**src/rtl/axi_stride_rd_master.sv**
```systemverilog
// Strided AXI read master: issues equal-length bursts at base + k*stride and
// checks every returned beat against an incrementing data pattern, RID and RLAST.
module axi_stride_rd_master #(
    parameter int ADDR_WIDTH      = 16,
    parameter int DATA_WIDTH      = 8,
    parameter int ID_WIDTH        = 8,
    parameter int BURST_LEN_WIDTH = 8,
    parameter int CNT_WIDTH       = 8,
    parameter int MAX_OUTSTANDING = 4
) (
    input  logic                       clk,
    input  logic                       rst,
    input  logic                       start,
    input  logic [ADDR_WIDTH-1:0]      cfg_base,
    input  logic [ADDR_WIDTH-1:0]      cfg_stride,
    input  logic [BURST_LEN_WIDTH-1:0] cfg_len,
    input  logic [CNT_WIDTH-1:0]       cfg_num_req,
    input  logic [ID_WIDTH-1:0]        cfg_id,
    input  logic [DATA_WIDTH-1:0]      cfg_data_seed,
    input  logic                       cfg_check_en,
    output logic                       m_ar_valid,
    input  logic                       m_ar_ready,
    output logic [ADDR_WIDTH-1:0]      m_ar_addr,
    output logic [BURST_LEN_WIDTH-1:0] m_ar_len,
    output logic [ID_WIDTH-1:0]        m_ar_id,
    input  logic                       m_r_valid,
    output logic                       m_r_ready,
    input  logic [DATA_WIDTH-1:0]      m_r_data,
    input  logic                       m_r_last,
    input  logic [ID_WIDTH-1:0]        m_r_id,
    output logic                       busy,
    output logic                       done,
    output logic [CNT_WIDTH-1:0]       err_cnt,
    output logic [2*CNT_WIDTH-1:0]     beat_cnt,
    output logic [DATA_WIDTH-1:0]      first_err_data
);
    // Handshakes: a transfer happens on a rising edge where valid && ready are both
    // high; m_ar_addr/len/id are held while m_ar_valid is high and m_ar_ready low.
    typedef enum logic [1:0] {S_IDLE, S_RUN, S_DRAIN, S_DONE} state_t;

    localparam logic [CNT_WIDTH-1:0]       MAX_OUT  = CNT_WIDTH'(MAX_OUTSTANDING);
    localparam logic [CNT_WIDTH-1:0]       CNT_ONE  = CNT_WIDTH'(1);
    localparam logic [2*CNT_WIDTH-1:0]     BEAT_ONE = (2*CNT_WIDTH)'(1);
    localparam logic [DATA_WIDTH-1:0]      DATA_ONE = DATA_WIDTH'(1);
    localparam logic [BURST_LEN_WIDTH-1:0] LEN_ONE  = BURST_LEN_WIDTH'(1);

    state_t                     state_q, state_d;
    logic [ADDR_WIDTH-1:0]      addr_q, addr_d, stride_q, stride_d;
    logic [BURST_LEN_WIDTH-1:0] len_q, len_d, beat_idx_q, beat_idx_d;
    logic [CNT_WIDTH-1:0]       num_q, num_d, issued_q, issued_d, out_q, out_d;
    logic [CNT_WIDTH-1:0]       err_q, err_d;
    logic [ID_WIDTH-1:0]        id_q, id_d;
    logic [DATA_WIDTH-1:0]      exp_q, exp_d, first_q, first_d;
    logic [2*CNT_WIDTH-1:0]     beat_cnt_q, beat_cnt_d;
    logic                       chk_q, chk_d;
    logic                       ar_valid, r_ready, ar_hs, r_hs, last_beat, beat_err;

    always_comb begin
        state_d    = state_q;
        addr_d     = addr_q;
        stride_d   = stride_q;
        len_d      = len_q;
        num_d      = num_q;
        id_d       = id_q;
        exp_d      = exp_q;
        chk_d      = chk_q;
        issued_d   = issued_q;
        out_d      = out_q;
        beat_idx_d = beat_idx_q;
        err_d      = err_q;
        first_d    = first_q;
        beat_cnt_d = beat_cnt_q;

        ar_valid  = (state_q == S_RUN) && (issued_q < num_q) && (out_q < MAX_OUT);
        // Only accept R beats that belong to an issued burst.
        r_ready   = ((state_q == S_RUN) || (state_q == S_DRAIN)) && (out_q != '0);
        ar_hs     = ar_valid && m_ar_ready;
        r_hs      = r_ready && m_r_valid;
        last_beat = (beat_idx_q == len_q);
        beat_err  = (chk_q && (m_r_data != exp_q)) || (m_r_id != id_q) ||
                    (m_r_last != last_beat);

        if (ar_hs) begin
            addr_d   = addr_q + stride_q;
            issued_d = issued_q + CNT_ONE;
        end

        if (r_hs) begin
            beat_cnt_d = beat_cnt_q + BEAT_ONE;
            exp_d      = exp_q + DATA_ONE;
            beat_idx_d = last_beat ? '0 : beat_idx_q + LEN_ONE;
            if (beat_err) begin
                if (err_q != '1) err_d = err_q + CNT_ONE;
                if (err_q == '0) first_d = m_r_data;
            end
        end

        // Burst completion is counted by beat position, independent of RLAST.
        case ({ar_hs, r_hs && last_beat})
            2'b10:   out_d = out_q + CNT_ONE;
            2'b01:   out_d = out_q - CNT_ONE;
            default: out_d = out_q;
        endcase

        case (state_q)
            S_IDLE: begin
                if (start) begin
                    addr_d     = cfg_base;
                    stride_d   = cfg_stride;
                    len_d      = cfg_len;
                    num_d      = cfg_num_req;
                    id_d       = cfg_id;
                    exp_d      = cfg_data_seed;
                    chk_d      = cfg_check_en;
                    issued_d   = '0;
                    out_d      = '0;
                    beat_idx_d = '0;
                    err_d      = '0;
                    first_d    = '0;
                    beat_cnt_d = '0;
                    state_d    = (cfg_num_req == '0) ? S_DONE : S_RUN;
                end
            end
            S_RUN:   if (issued_d == num_q) state_d = S_DRAIN;
            S_DRAIN: if (out_q == '0) state_d = S_DONE;
            S_DONE:  state_d = S_IDLE;
            default: state_d = S_IDLE;
        endcase
    end

    always_ff @(posedge clk or posedge rst) begin
        if (rst) begin
            state_q    <= S_IDLE;
            addr_q     <= '0;
            stride_q   <= '0;
            len_q      <= '0;
            num_q      <= '0;
            id_q       <= '0;
            exp_q      <= '0;
            chk_q      <= 1'b0;
            issued_q   <= '0;
            out_q      <= '0;
            beat_idx_q <= '0;
            err_q      <= '0;
            first_q    <= '0;
            beat_cnt_q <= '0;
        end else begin
            state_q    <= state_d;
            addr_q     <= addr_d;
            stride_q   <= stride_d;
            len_q      <= len_d;
            num_q      <= num_d;
            id_q       <= id_d;
            exp_q      <= exp_d;
            chk_q      <= chk_d;
            issued_q   <= issued_d;
            out_q      <= out_d;
            beat_idx_q <= beat_idx_d;
            err_q      <= err_d;
            first_q    <= first_d;
            beat_cnt_q <= beat_cnt_d;
        end
    end

    assign m_ar_valid     = ar_valid;
    assign m_ar_addr      = addr_q;
    assign m_ar_len       = len_q;
    assign m_ar_id        = id_q;
    assign m_r_ready      = r_ready;
    assign busy           = (state_q == S_RUN) || (state_q == S_DRAIN);
    assign done           = (state_q == S_DONE);
    assign err_cnt        = err_q;
    assign beat_cnt       = beat_cnt_q;
    assign first_err_data = first_q;
endmodule

```
**config.mk**
```make
export PLATFORM = sky130hd
export DESIGN_NAME = axi_stride_rd_master
export DESIGN_NICKNAME = d
export VERILOG_FILES = /design/src/rtl/axi_stride_rd_master.sv
export SDC_FILE = /design/constraint.sdc
export NUM_CORES = 1
export LEC_CHECK = 0
export ABC_AREA = 1
export BUFFER_PORTS_ARGS = -buffer_cell sky130_fd_sc_hd__buf_2
export CAP_MARGIN = 40
export CORE_ASPECT_RATIO = 0.7
export CORE_MARGIN = 4
export CORE_UTILIZATION = 60
export DETAILED_ROUTE_END_ITERATION = 8
export PLACE_DENSITY = 0.86
export SYNTH_ARGS = -nofsm -noshare
export SYNTH_HDL_FRONTEND = slang
export SYNTH_SLANG_ARGS = --single-unit
```
**constraint.sdc**
```tcl
create_clock -name clk -period 9.42 [get_ports clk]
set_input_delay 0.471 -clock clk [delete_from_list [all_inputs] [get_ports clk]]
set_output_delay 0.471 -clock clk [all_outputs]
set_load 0.02 [all_outputs]
```
## After elaboration in Yosys (flattened, before gate mapping)

Index checks and enable logic that the tools add are counted.

| storage, ports and cells | value |
|---|---|
| word-level logic and storage cells | 89 |
| register bits after elaboration | 123 |
| bits of input ports | 87 |

| cells by class | value |
|---|---|
| mux-type cells | 34 |
| reductions and logical operators | 17 |
| $lt $le $gt $ge | 2 |
| $add $sub $neg | 8 |
| eq/ne operators | 14 |

Operator list:

| kind | count |
|---|---|
| 8-bit 2-to-1 mux | 22 |
| 16-bit 2-to-1 mux | 6 |
| 8-bit by 1-bit adder with 8-bit output, second input constant | 5 |
| 8-bit logical NOT | 3 |
| 16-bit by 1-bit adder with 16-bit output, second input constant | 1 |
| 16-bit adder | 1 |
| 8-bit equality test | 2 |
| 8-bit != test | 2 |
| 8-bit one-hot mux with 2 select lines | 1 |
| 8-bit by 3-bit < comparator with 1-bit output, second input constant | 1 |
| 8-bit < comparator | 1 |
| 2-bit 2-to-1 mux | 4 |
| 8-bit != test, second input constant | 1 |
| 2-bit one-hot mux with 4 select lines | 1 |
| 8-bit nonzero test | 1 |
| 8-bit by 1-bit subtractor with 8-bit output, second input constant | 1 |
| 1-bit logical AND | 7 |
| 2-bit equality test, second input constant | 3 |
| 2-bit by 1-bit equality test with 1-bit output, second input constant | 2 |
| 2-bit by 1-bit != test with 1-bit output, second input constant | 2 |
| 1-bit logical OR | 3 |
| 3-bit AND reduction | 1 |
| 2-bit logical NOT | 1 |
| 2-bit != test, second input constant | 1 |
| 2 further kinds | 2 |

## Longest topological paths before layout

Gate-level depths: netlist of run 1.

| logic depth | value |
|---|---|
| word-level depth | 9 |
| mapped depth | 24 |
| mapped depth without buffers | 22 |

## Least setup slack after synthesis of run 1

Ideal clock, no wire load.

| path | value |
|---|---|
| kind | register -> register |
| start | register state_q[0] |
| end | register out_q[7] |
| cell stages (with the launch flop) | 21 |
| required time | 9.294 ns |
| arrival | 3.394 ns |
| slack | 5.899 ns |
| setup time | 0.126 ns |
| cells stage by stage | dfrtp_1 inv_1 ha_1 inv_1 nor2_2 nand2_1 buf_2 buf_2 nor2_1 ha_1 ha_1 a21oi_1 nand2_1 a21oi_1 o21bai_1 a21oi_1 o21bai_1 a21oi_1 o21ai_0 o21ai_0 a21oi_1 |

| on the way | value |
|---|---|
| word-level cells in the longest chain between the ends | 9 |
| elaborated cells between the ends (all ways) | 15 |
| those cells by class | eq/ne: 4; mux: 3; reduce/logical: 8 |

Ends and longest elaborated chain:

| what | RTL line | RTL |
|---|---|---|
| from (decl) | 47 | `state_t state_q, state_d;` |
| from (signal assigned) | 148 | `state_q <= state_d;` |
| 2-bit by 1-bit equality test with 1-bit output or 2-bit equality test (tied branches) | - |  |
| 1-bit logical OR (*) | - |  |
| net busy | 31 | `output logic busy,` |
| 1-bit logical AND (*) | 76 | `r_ready = ((state_q == S_RUN) \|\| (state_q == S_DRAIN)) && (out_q != '0);` |
| net m_r_ready | 27 | `output logic m_r_ready,` |
| 1-bit logical AND (*) | 78 | `r_hs = r_ready && m_r_valid;` |
| 1-bit logical AND (*) | 99 | `case ({ar_hs, r_hs && last_beat})` |
| 2-bit by 1-bit equality test with 1-bit output or 2-bit equality test (tied branches) | 99 |  |
| 8-bit one-hot mux with 2 select lines (*) | 99 |  |
| 8-bit 2-to-1 mux | 107 | `if (start) begin` |
| 8-bit 2-to-1 mux (*) | 105 | `case (state_q)` |
| net out_d[7] | 50 | `logic [CNT_WIDTH-1:0] num_q, num_d, issued_q, issued_d, out_q, out_d;` |
| to (signal assigned) | 157 | `out_q <= out_d;` |
| to (decl) | 50 |  |

The timed path passes the listed nets; every way through them passes the cells marked *.
A chain may end at the register's enable or synchronous reset.

## Worst setup path after layout of run 1

| path | value |
|---|---|
| start | register num_q[7] |
| end | register out_q[7] |

| on the way | value |
|---|---|
| word-level cells in the longest chain between the ends | 8 |
| elaborated cells between the ends (all ways) | 9 |
| those cells by class | order compare: 1; eq/ne: 2; mux: 3; reduce/logical: 3 |

Ends and longest elaborated chain:

| what | RTL line | RTL |
|---|---|---|
| from (decl) | 50 |  |
| from (signal assigned) | 152 | `num_q <= num_d;` |
| 8-bit < comparator (*) | 74 | `ar_valid = (state_q == S_RUN) && (issued_q < num_q) && (out_q < MAX_OUT);` |
| 1-bit logical AND (*) (2 in series) | 74 |  |
| 1-bit logical AND (*) | 77 | `ar_hs = ar_valid && m_ar_ready;` |
| 2-bit by 1-bit equality test with 1-bit output or 2-bit equality test (tied branches) | 99 |  |
| 8-bit one-hot mux with 2 select lines (*) | 99 |  |
| 8-bit 2-to-1 mux | 107 |  |
| 8-bit 2-to-1 mux (*) | 105 |  |
| net out_d[7] | 50 |  |

Marks and branches as above.

==> metrics.yaml, run 1 <==
outcome: "complete, no violations"
boundaryPins: 155
routabilityCongestion: 0.944
final.period_utilization_pct: 47.7
drt-pass1-iter-count: 7
num_vias: 6892
timing.final.crit_period_ps: 4490
postSynthAreaPerCell_um2: 7.75
synth_top_area_share_pct: 41.8
routed_wirelength_normalized_by_instance_count_um: 15.1
numPortBuffers: 154
ys.warnings.count: 0
dpl_cell_area_um2: 8270
fill_cells: 872
crit_path_start_kind: "register"
leakage_power_nw: 4.98
syn_nets: 1079
worstSetupEndpointType: "register"
worst_case_clock_buffer_depth: 2
synth_mux_area_share_pct: 1.50
stdcell_area_um2: 8860
yosysUniqueCellTypes: 45
regToRegStartpoint: "num_q[7]"
synth-simple-area-share_pct: 25.2
floorplan.die.width_um: 140
worst_ep_arrival_time_ps: 4780
maxClockFrequency_mhz: 223
internal_power_mw: 1.51
worst_r2r_path_depth: 17
tritoncts: "done"
postLayoutSetupSlackWorst_ps: 4930
worst_pin_slew_ps: 817
grt_usage_pct: 27.4
clkLatencyLatePin_ps: 410
post_synth_xor_xnor_area_pct: 5.11
remaining_drc_errors: 0
first_global_vias: 6532
timing_max_transition_violations_final: 0
synth_edf_count: 0
first_iter_violations: 600
required_time_of_the_worst_setup_path_ps: 9700
detail_route.vias_per_cell: 5.42
grt_pass1_wl_mm: 31.6
synthMostInstantiatedCell: "sky130_fd_sc_hd__nand2_1"
share_of_total_power_in_sequential_cells_pct: 32.6
synth_top_cell_by_area: "sky130_fd_sc_hd__dfrtp_1"
max-slew-margin-rel_pct: 45.4
post_cts_buffers: 0
total_power_mw: 2.68
multiInputGateArea_um2: 3690
synth.cells.most_frequent: "sky130_fd_sc_hd__nand2_1, sky130_fd_sc_hd__dfrtp_1, sky130_fd_sc_hd__inv_1"
grt_antenna_before_repair: 0
timing.setup.critical_path_class: "reg2reg"
path_clk_slew_ps: 60
timing.hold.worst.class: "in2async"
comb_power_share_pct: 43.3
regToRegSetupSlack_ps: 4930
synthesized_area_um2: 7360
finClkSkew_ps: 8.75
antenna_cells: 0
critPathMaxFanout: 32
vdd_ir_drop_max_mv: 0.204
power.density_nw_per_um2: 303
synth_compound_gate_area_share_pct: 11.0
final_layout_size_suffix_gt1_share_pct: 19.3
synth.top_cells.by_area: "sky130_fd_sc_hd__dfrtp_1, sky130_fd_sc_hd__nand2_1, sky130_fd_sc_hd__ha_1"
critical_path.reg2reg.endpoint: "out_q[7]"
finalSetupViolations: 0
die_area_um2: 14100
area_growth_syn_to_layout_pct: 20.3
cts_inserted_buffers: 17
global_route.overflow_total: 0
dp_worst_setup_slack_ps: 5080
ctsHoldBuffers: 0
master_cell_of_the_clock_root_buffer: "sky130_fd_sc_hd__clkbuf_16"
synth.ff_latch_count: 123
post_synth_fa_ha_maj_area_fraction_pct: 7.34
initial_core_utilization_pct: 62.1
total_clock_sinks: 123
fin_setup_tns_ps: 0
finish.net_count: 1230
power_switching_mw: 1.17
grt_setup_unrepaired: "no"
grt_start_max_net_pins: 78
cts_max_level: 4
total_of_max_cap_violations: 0
portion_of_the_post_synthesis_area_used_by_sequential_elements_pct: 41.8
postSynthCellCount: 950
routed_wl_mm: 19.1
hold_violations: 0
async_sr_flop_fraction_pct: 100
regArea_um2: 3080
synthFlopType: "sky130_fd_sc_hd__dfrtp_1"
core_um2: 11900
dominant_combinational_cell_family_by_area_after_synthesis: "simple AND/OR/NAND/NOR gates"
final_antenna_net_count: 0
std_cell_rows: 33
cts_repair_resize_count: 0
clock_power_share_pct: 24.1
floorplan.die.height_um: 101
dpl.hpwl_mm: 13.5
switching_share_pct: 43.5
[sequential cells by signal, summed over array words and instances (netlist names), 8 cells and up]
| name | flops |
|---|---|
| issued_q | 8 |
| beat_idx_q | 8 |
| m_ar_addr | 16 |
| exp_q | 8 |
| m_ar_len | 8 |
| num_q | 8 |
| first_err_data | 8 |
| stride_q | 16 |
| m_ar_id | 8 |
| err_cnt | 8 |
| beat_cnt | 16 |
| out_q | 8 |
[layout by cell type (no fill, tap or decap), types with 3 or more instances in the layout]
| cell | instances |
|---|---|
| sky130_fd_sc_hd__nor3b_1 | 7 |
| sky130_fd_sc_hd__clkbuf_16 | 17 |
| sky130_fd_sc_hd__mux2i_1 | 11 |
| sky130_fd_sc_hd__o22ai_1 | 4 |
| sky130_fd_sc_hd__buf_2 | 154 |
| sky130_fd_sc_hd__nand4_2 | 4 |
| sky130_fd_sc_hd__ha_1 | 40 |
| sky130_fd_sc_hd__a31oi_1 | 3 |
| sky130_fd_sc_hd__nor3_1 | 19 |
| sky130_fd_sc_hd__o21ai_0 | 69 |
| sky130_fd_sc_hd__nand2_1 | 257 |
| sky130_fd_sc_hd__o211ai_1 | 4 |
| sky130_fd_sc_hd__nand4_1 | 16 |
| sky130_fd_sc_hd__nor4_1 | 4 |
| sky130_fd_sc_hd__clkinvlp_4 | 5 |
| sky130_fd_sc_hd__inv_1 | 122 |
| sky130_fd_sc_hd__nor2_1 | 68 |
| sky130_fd_sc_hd__xnor2_1 | 12 |
| sky130_fd_sc_hd__a21oi_1 | 55 |
| sky130_fd_sc_hd__clkbuf_8 | 4 |
| sky130_fd_sc_hd__nand3_1 | 35 |
| sky130_fd_sc_hd__xor2_1 | 31 |
| sky130_fd_sc_hd__dfrtp_1 | 123 |
| sky130_fd_sc_hd__buf_4 | 3 |
| sky130_fd_sc_hd__or2_2 | 10 |
| sky130_fd_sc_hd__clkinv_4 | 3 |
[cell type report]
cell class / count / area share [%]
multi-input cells: 675 / 41.7
clock inverters: 11 / 1.26
flip-flops and latches: 123 / 34.8
well taps: 157 / 2.22
inverters: 126 / 5.37
clock buffers: 21 / 5.42
repair buffers: 158 / 9.27
[logic make-up (layout without fill, tap and decap cells)]
kind of cell	after synthesis	after routing
and+or+nand+nor	429	429
muxes	11	11
xor gates and xnor gates	43	43
AOI/OAI and AO/OA	150	150
DFF	123	123
buffers and inverters	152	316
adders and majority gates	42	42
[through the flow]
stage	hold slack, ps	util (%)	instances
after global routing	128	74.7	1271
after floorplan	449	-	950
after global placement	470	69.5	1238
after CTS	97.3	74.7	1271
after detailed placement	473	69.7	1239
final	84.5	74.7	1271
[routing by layer]
metal / track usage [%] / vias up / part of all wire, %
met5: 0 / - / 0
met4: 7.30 / 0 / 1.3
met3: 4.41 / 24 / 6.3
met2: 43.0 / 258 / 46
met1: 40.2 / 3239 / 46
li1: - / 3371 / -
[worst max-delay path by stage]
stage,cells after the start,to,from
2_1_floorplan,1,beat_cnt[0],rst
3_3_place_gp,17,out_q[7],num_q[7]
3_5_place_dp,17,out_q[7],num_q[7]
4_1_cts,17,out_q[7],num_q[7]
5_1_grt,22,out_q[7],num_q[3]
6_report,17,out_q[7],num_q[7]
[power groups by stage]
stage | Combinational, mW | Sequential (mW) | Clock [mW]
4_1_cts | 1.16 | 0.868 | 0.649
5_1_grt | 1.30 | 0.895 | 0.674
3_3_place_gp | 1.10 | 0.865 | 0
6_report | 1.16 | 0.873 | 0.646
2_1_floorplan | 0.723 | 0.955 | 0
3_5_place_dp | 1.14 | 0.869 | 0
[worst max-delay path, stage by stage, from the launching register on]
cell	delay [ps]
sky130_fd_sc_hd__dfrtp_1	350
sky130_fd_sc_hd__inv_1	60
sky130_fd_sc_hd__ha_1	310
sky130_fd_sc_hd__a21oi_1	180
sky130_fd_sc_hd__nor3b_4	590
sky130_fd_sc_hd__nand3_2	670
sky130_fd_sc_hd__ha_1	620
sky130_fd_sc_hd__ha_1	390
sky130_fd_sc_hd__a21oi_1	160
sky130_fd_sc_hd__nand2_1	100
sky130_fd_sc_hd__a21oi_1	130
sky130_fd_sc_hd__o21bai_1	110
sky130_fd_sc_hd__a21oi_1	140
sky130_fd_sc_hd__o21bai_1	90
sky130_fd_sc_hd__a21oi_1	110
sky130_fd_sc_hd__o21ai_0	110
sky130_fd_sc_hd__o21ai_0	170
sky130_fd_sc_hd__a21oi_1	60
Power figures use the tool's default switching activity.
==> run 2: changes to the inputs <==
ABC_AREA = 0   (was 1)
CORE_UTILIZATION = 50   (was 60)
PLACE_DENSITY = 0.76   (was 0.86)
clock period = 3.65 ns   (was 9.42 ns; I/O delays follow)
==> run 2 against run 1 <==
Compared with the run above: core utilization fell by 5.7 points; non-clock buffer count increased by 67; global-route usage fell by 3.5 points; sequential cell count unchanged; critical path depth fell by 3; fmax grew 28%; first-iteration DRC count shrank 43%; count of clock-buffer cells in the layout decreased by 2; via count decreased by 9.5%; sequential share of layout area decreased by 1.6 points; largest cell class unchanged.
==> metrics.yaml, run 2 <==
yosysUniqueCellTypes: 59  # was 45
worst_pin_slew_ps: 778  # was 817 ps
finish.net_count: 1120  # was 1230
syn_nets: 903  # was 1079
grt_usage_pct: 23.9  # was 27.4%
finClkSkew_ps: 12.4  # was 8.75 ps
core_um2: 13400  # was 11900 µm²
hold_violations: 0  # unchanged
vdd_ir_drop_max_mv: 0.388  # was 0.204 mV
die_area_um2: 16100  # was 14100 µm²
total_of_max_cap_violations: 0  # unchanged
async_sr_flop_fraction_pct: 100  # unchanged
critPathMaxFanout: 5  # was 32
stdcell_area_um2: 9280  # was 8860 µm²
final_layout_size_suffix_gt1_share_pct: 22.2  # was 19.3%
remaining_drc_errors: 0  # unchanged
critical_path.slowest_cell: "sky130_fd_sc_hd__dfrtp_1"  # was sky130_fd_sc_hd__nand3_2
leakage_power_nw: 4.74  # was 4.98 nW
number_of_placed_instances_with_taps_included: 1099  # was 1239
layout.cells.most_common_list: "sky130_fd_sc_hd__nand2_1, sky130_fd_sc_hd__buf_2, sky130_fd_sc_hd__dfrtp_1"  # unchanged
grt_pass1_wl_mm: 31.0  # was 31.6 mm
tritoncts: "done"  # unchanged
first_global_vias: 6198  # was 6532
postSynthCellCount: 774  # was 950
total_power_mw: 5.37  # was 2.68 mW
crit_path_frequent_cell: "sky130_fd_sc_hd__ha_1"  # was sky130_fd_sc_hd__a21oi_1
timing_max_transition_violations_final: 0  # unchanged
synth.cells.most_frequent: "sky130_fd_sc_hd__nand2_1, sky130_fd_sc_hd__dfrtp_1, sky130_fd_sc_hd__nor2_1"  # was sky130_fd_sc_hd__nand2_1, sky130_fd_sc_hd__dfrtp_1, sky130_fd_sc_hd__inv_1
finalSetupViolations: 0  # unchanged
synthesized_area_um2: 7040  # was 7360 µm²
synth.ff_latch_count: 123  # unchanged
worstSetupEndpointType: "register"  # unchanged
initial_core_utilization_pct: 52.3  # was 62.1%
regArea_um2: 3080  # unchanged
synth_top_area_share_pct: 43.7  # was 41.8%
path_clk_slew_ps: 60  # about the same
synth_top_cell_by_area: "sky130_fd_sc_hd__dfrtp_1"  # unchanged
floorplan.die.height_um: 107  # was 101 µm
detail_route.vias_per_cell: 5.24  # was 5.42
fin_setup_tns_ps: 0  # unchanged
largest_delay_contributor_family_on_the_critical_path: "compound AO/OA/AOI/OAI gates"  # was simple AND/OR/NAND/NOR gates
num_vias: 6236  # was 6892
drt-pass1-iter-count: 5  # was 7
final_common_cell: "sky130_fd_sc_hd__nand2_1"  # unchanged
timing.setup.critical_path_class: "reg2reg"  # unchanged
worst_ep_arrival_time_ps: 3800  # was 4780 ps
cpPeakStageDelay_ps: 440  # was 670 ps
final_antenna_net_count: 0  # unchanged
final.period_utilization_pct: 96.0  # was 47.7%
area_growth_syn_to_layout_pct: 31.8  # was 20.3%
power.density_nw_per_um2: 579  # was 303 nW/µm²
global_route.overflow_total: 0  # unchanged
dpl_cell_area_um2: 8080  # was 8270 µm²
maxClockFrequency_mhz: 285  # was 223 MHz
routed_wirelength_normalized_by_instance_count_um: 15.8  # was 15.1 µm
required_time_of_the_worst_setup_path_ps: 3940  # was 9700 ps
routabilityCongestion: 0.893  # was 0.944
crit_path_start_kind: "register"  # unchanged
cts_inserted_buffers: 17  # unchanged
first_iter_violations: 340  # was 600
cts_max_level: 4  # unchanged
timing.final.crit_period_ps: 3510  # was 4490 ps
grt_antenna_before_repair: 2  # was 0
portion_of_the_post_synthesis_area_used_by_sequential_elements_pct: 43.7  # was 41.8%
max-slew-margin-rel_pct: 48.0  # was 45.4%
routed_wl_mm: 18.8  # was 19.1 mm
final-instance-count-excl-fill: 1190  # was 1271
ys.warnings.count: 0  # unchanged
grt_start_max_net_pins: 76  # was 78
total_clock_sinks: 123  # unchanged
cp_num_buf_inv: 0  # was 1
synth.top_cells.by_area: "sky130_fd_sc_hd__dfrtp_1, sky130_fd_sc_hd__nand2_1, sky130_fd_sc_hd__ha_1"  # unchanged
master_cell_of_the_clock_root_buffer: "sky130_fd_sc_hd__clkbuf_16"  # unchanged
numPortBuffers: 154  # unchanged
timing.hold.worst.class: "in2reg"  # was in2async
worst_case_clock_buffer_depth: 2  # unchanged
fill_cells: 1047  # was 872
synth_edf_count: 0  # unchanged
synthMostInstantiatedCell: "sky130_fd_sc_hd__nand2_1"  # unchanged
postSynthAreaPerCell_um2: 9.09  # was 7.75 µm²
clkLatencyLatePin_ps: 420  # was 410 ps
multiInputGateArea_um2: 3810  # was 3690 µm²
std_cell_rows: 35  # was 33
boundaryPins: 155  # unchanged
dpl.hpwl_mm: 13.0  # was 13.5 mm
grt_setup_unrepaired: "no"  # unchanged
outcome: "complete, no violations"  # unchanged
synthFlopType: "sky130_fd_sc_hd__dfrtp_1"  # unchanged
floorplan.die.width_um: 150  # was 140 µm
cells_along_the_critical_path: "ha_1 > a2111oi_1 > or3_4 > o211ai_4 > ha_4 > ha_1 > a21o_1 > a21oi_2 > o21bai_1 > a2111o_1 > and3_1 > nor3_2 > xnor2_1 > nor2_1"  # was inv_1 > ha_1 > a21oi_1 > nor3b_4 > nand3_2 > ha_1 > ha_1 > a21oi_1 > nand2_1 > a21oi_1 > o21bai_1 > a21oi_1 > o21bai_1 > a21oi_1 > o21ai_0 > o21ai_0 > a21oi_1
[run 2: changes by cell type after synthesis, moves of 14 or more]
cell                      previous run  this run
sky130_fd_sc_hd__and3_1              0        14
sky130_fd_sc_hd__o21ai_0            69        41
sky130_fd_sc_hd__inv_1             123        23
sky130_fd_sc_hd__nor2_1             68        82
sky130_fd_sc_hd__nand3_1            35        19
sky130_fd_sc_hd__nand2_1           258       155
sky130_fd_sc_hd__a21oi_1            55        34
sky130_fd_sc_hd__xnor2_1            12        44
[run 2: path summary, 6_finish.rpt]
path                                 from           end  slack (ps)  cells past startpoint
max in group asynchronous             rst  m_ar_addr[1]        2370                      4
max                           issued_q[3]      out_q[7]         140                     14
min reg2reg                         chk_q         chk_q         480                      2
max reg2reg                   issued_q[3]      out_q[7]         140                     14
min in group asynchronous             rst  beat_cnt[14]         450                      3
min                        cfg_num_req[6]      num_q[6]           8                      3
[run 2: power by group]
group          total [mW]  switching, mW  internal, mW
logic                1.72          0.960         0.760
clock network        1.74          0.681          1.06
registers            1.91          0.294          1.62
[run 2: cells by family (layout without fill, tap and decap cells)]
logic type | Yosys count | after routing | synth area share (%)
flops | 123 | 123 | 43.7
xor+xnor | 88 | 88 | 11.0
fa+ha+maj | 42 | 42 | 7.68
compound gates | 118 | 118 | 10.8
other cells | 0 | 1 | 0
mux | 21 | 21 | 2.99
buf+inv | 50 | 280 | 2.74
simple gates | 332 | 332 | 21.1
[run 2: repair_timing]
item | in CTS | in global routing
hold buffers | 54 | 0
endpoints found under the setup margin | 0 | 1
hold endpoints to repair | 109 | 0
resized for setup | 0 | 5
setup buffers | 0 | 4
[run 2: per-stage QoR]
stage	hold WS [ps]	utilization, %	worst slack [ps]
final	7.70	69.0	145
after global routing	24.1	69.0	14.1
after CTS	1.57	68.6	66.4
after detailed placement	355	60.1	103
after global placement	355	60.1	191
after floorplan	288	-	33.0
[run 2: metal layers]
metal  GRT usage (%)  up-vias  share of wire [%]
li1                -     3084                  -
met1            33.2     2959                 46
met2            37.8      171                 46
met3            6.44       18                6.5
met4            4.96        4               0.85
met5               0        -               0.11
[run 2: area by class of cell]
type	count	share of cell area, %
multi-input cells	601	41.0
flip-flops and latches	123	33.2
repair buffers	225	15.8
clock buffers	19	4.88
well taps	185	2.49
clock inverters	13	1.67
inverters	23	0.957
diodes	1	0.0270
[run 2: worst register-to-register path: cells and delay by family (launching register included)]
| kind | cells | cell delay [ps] |
|---|---|---|
| AND/OR/NAND/NOR | 4 | 660 |
| XOR/XNOR | 1 | 140 |
| adder cells (fa/ha/maj) | 3 | 770 |
| flip-flops | 1 | 440 |
| AO/OA/AOI/OAI | 6 | 1370 |
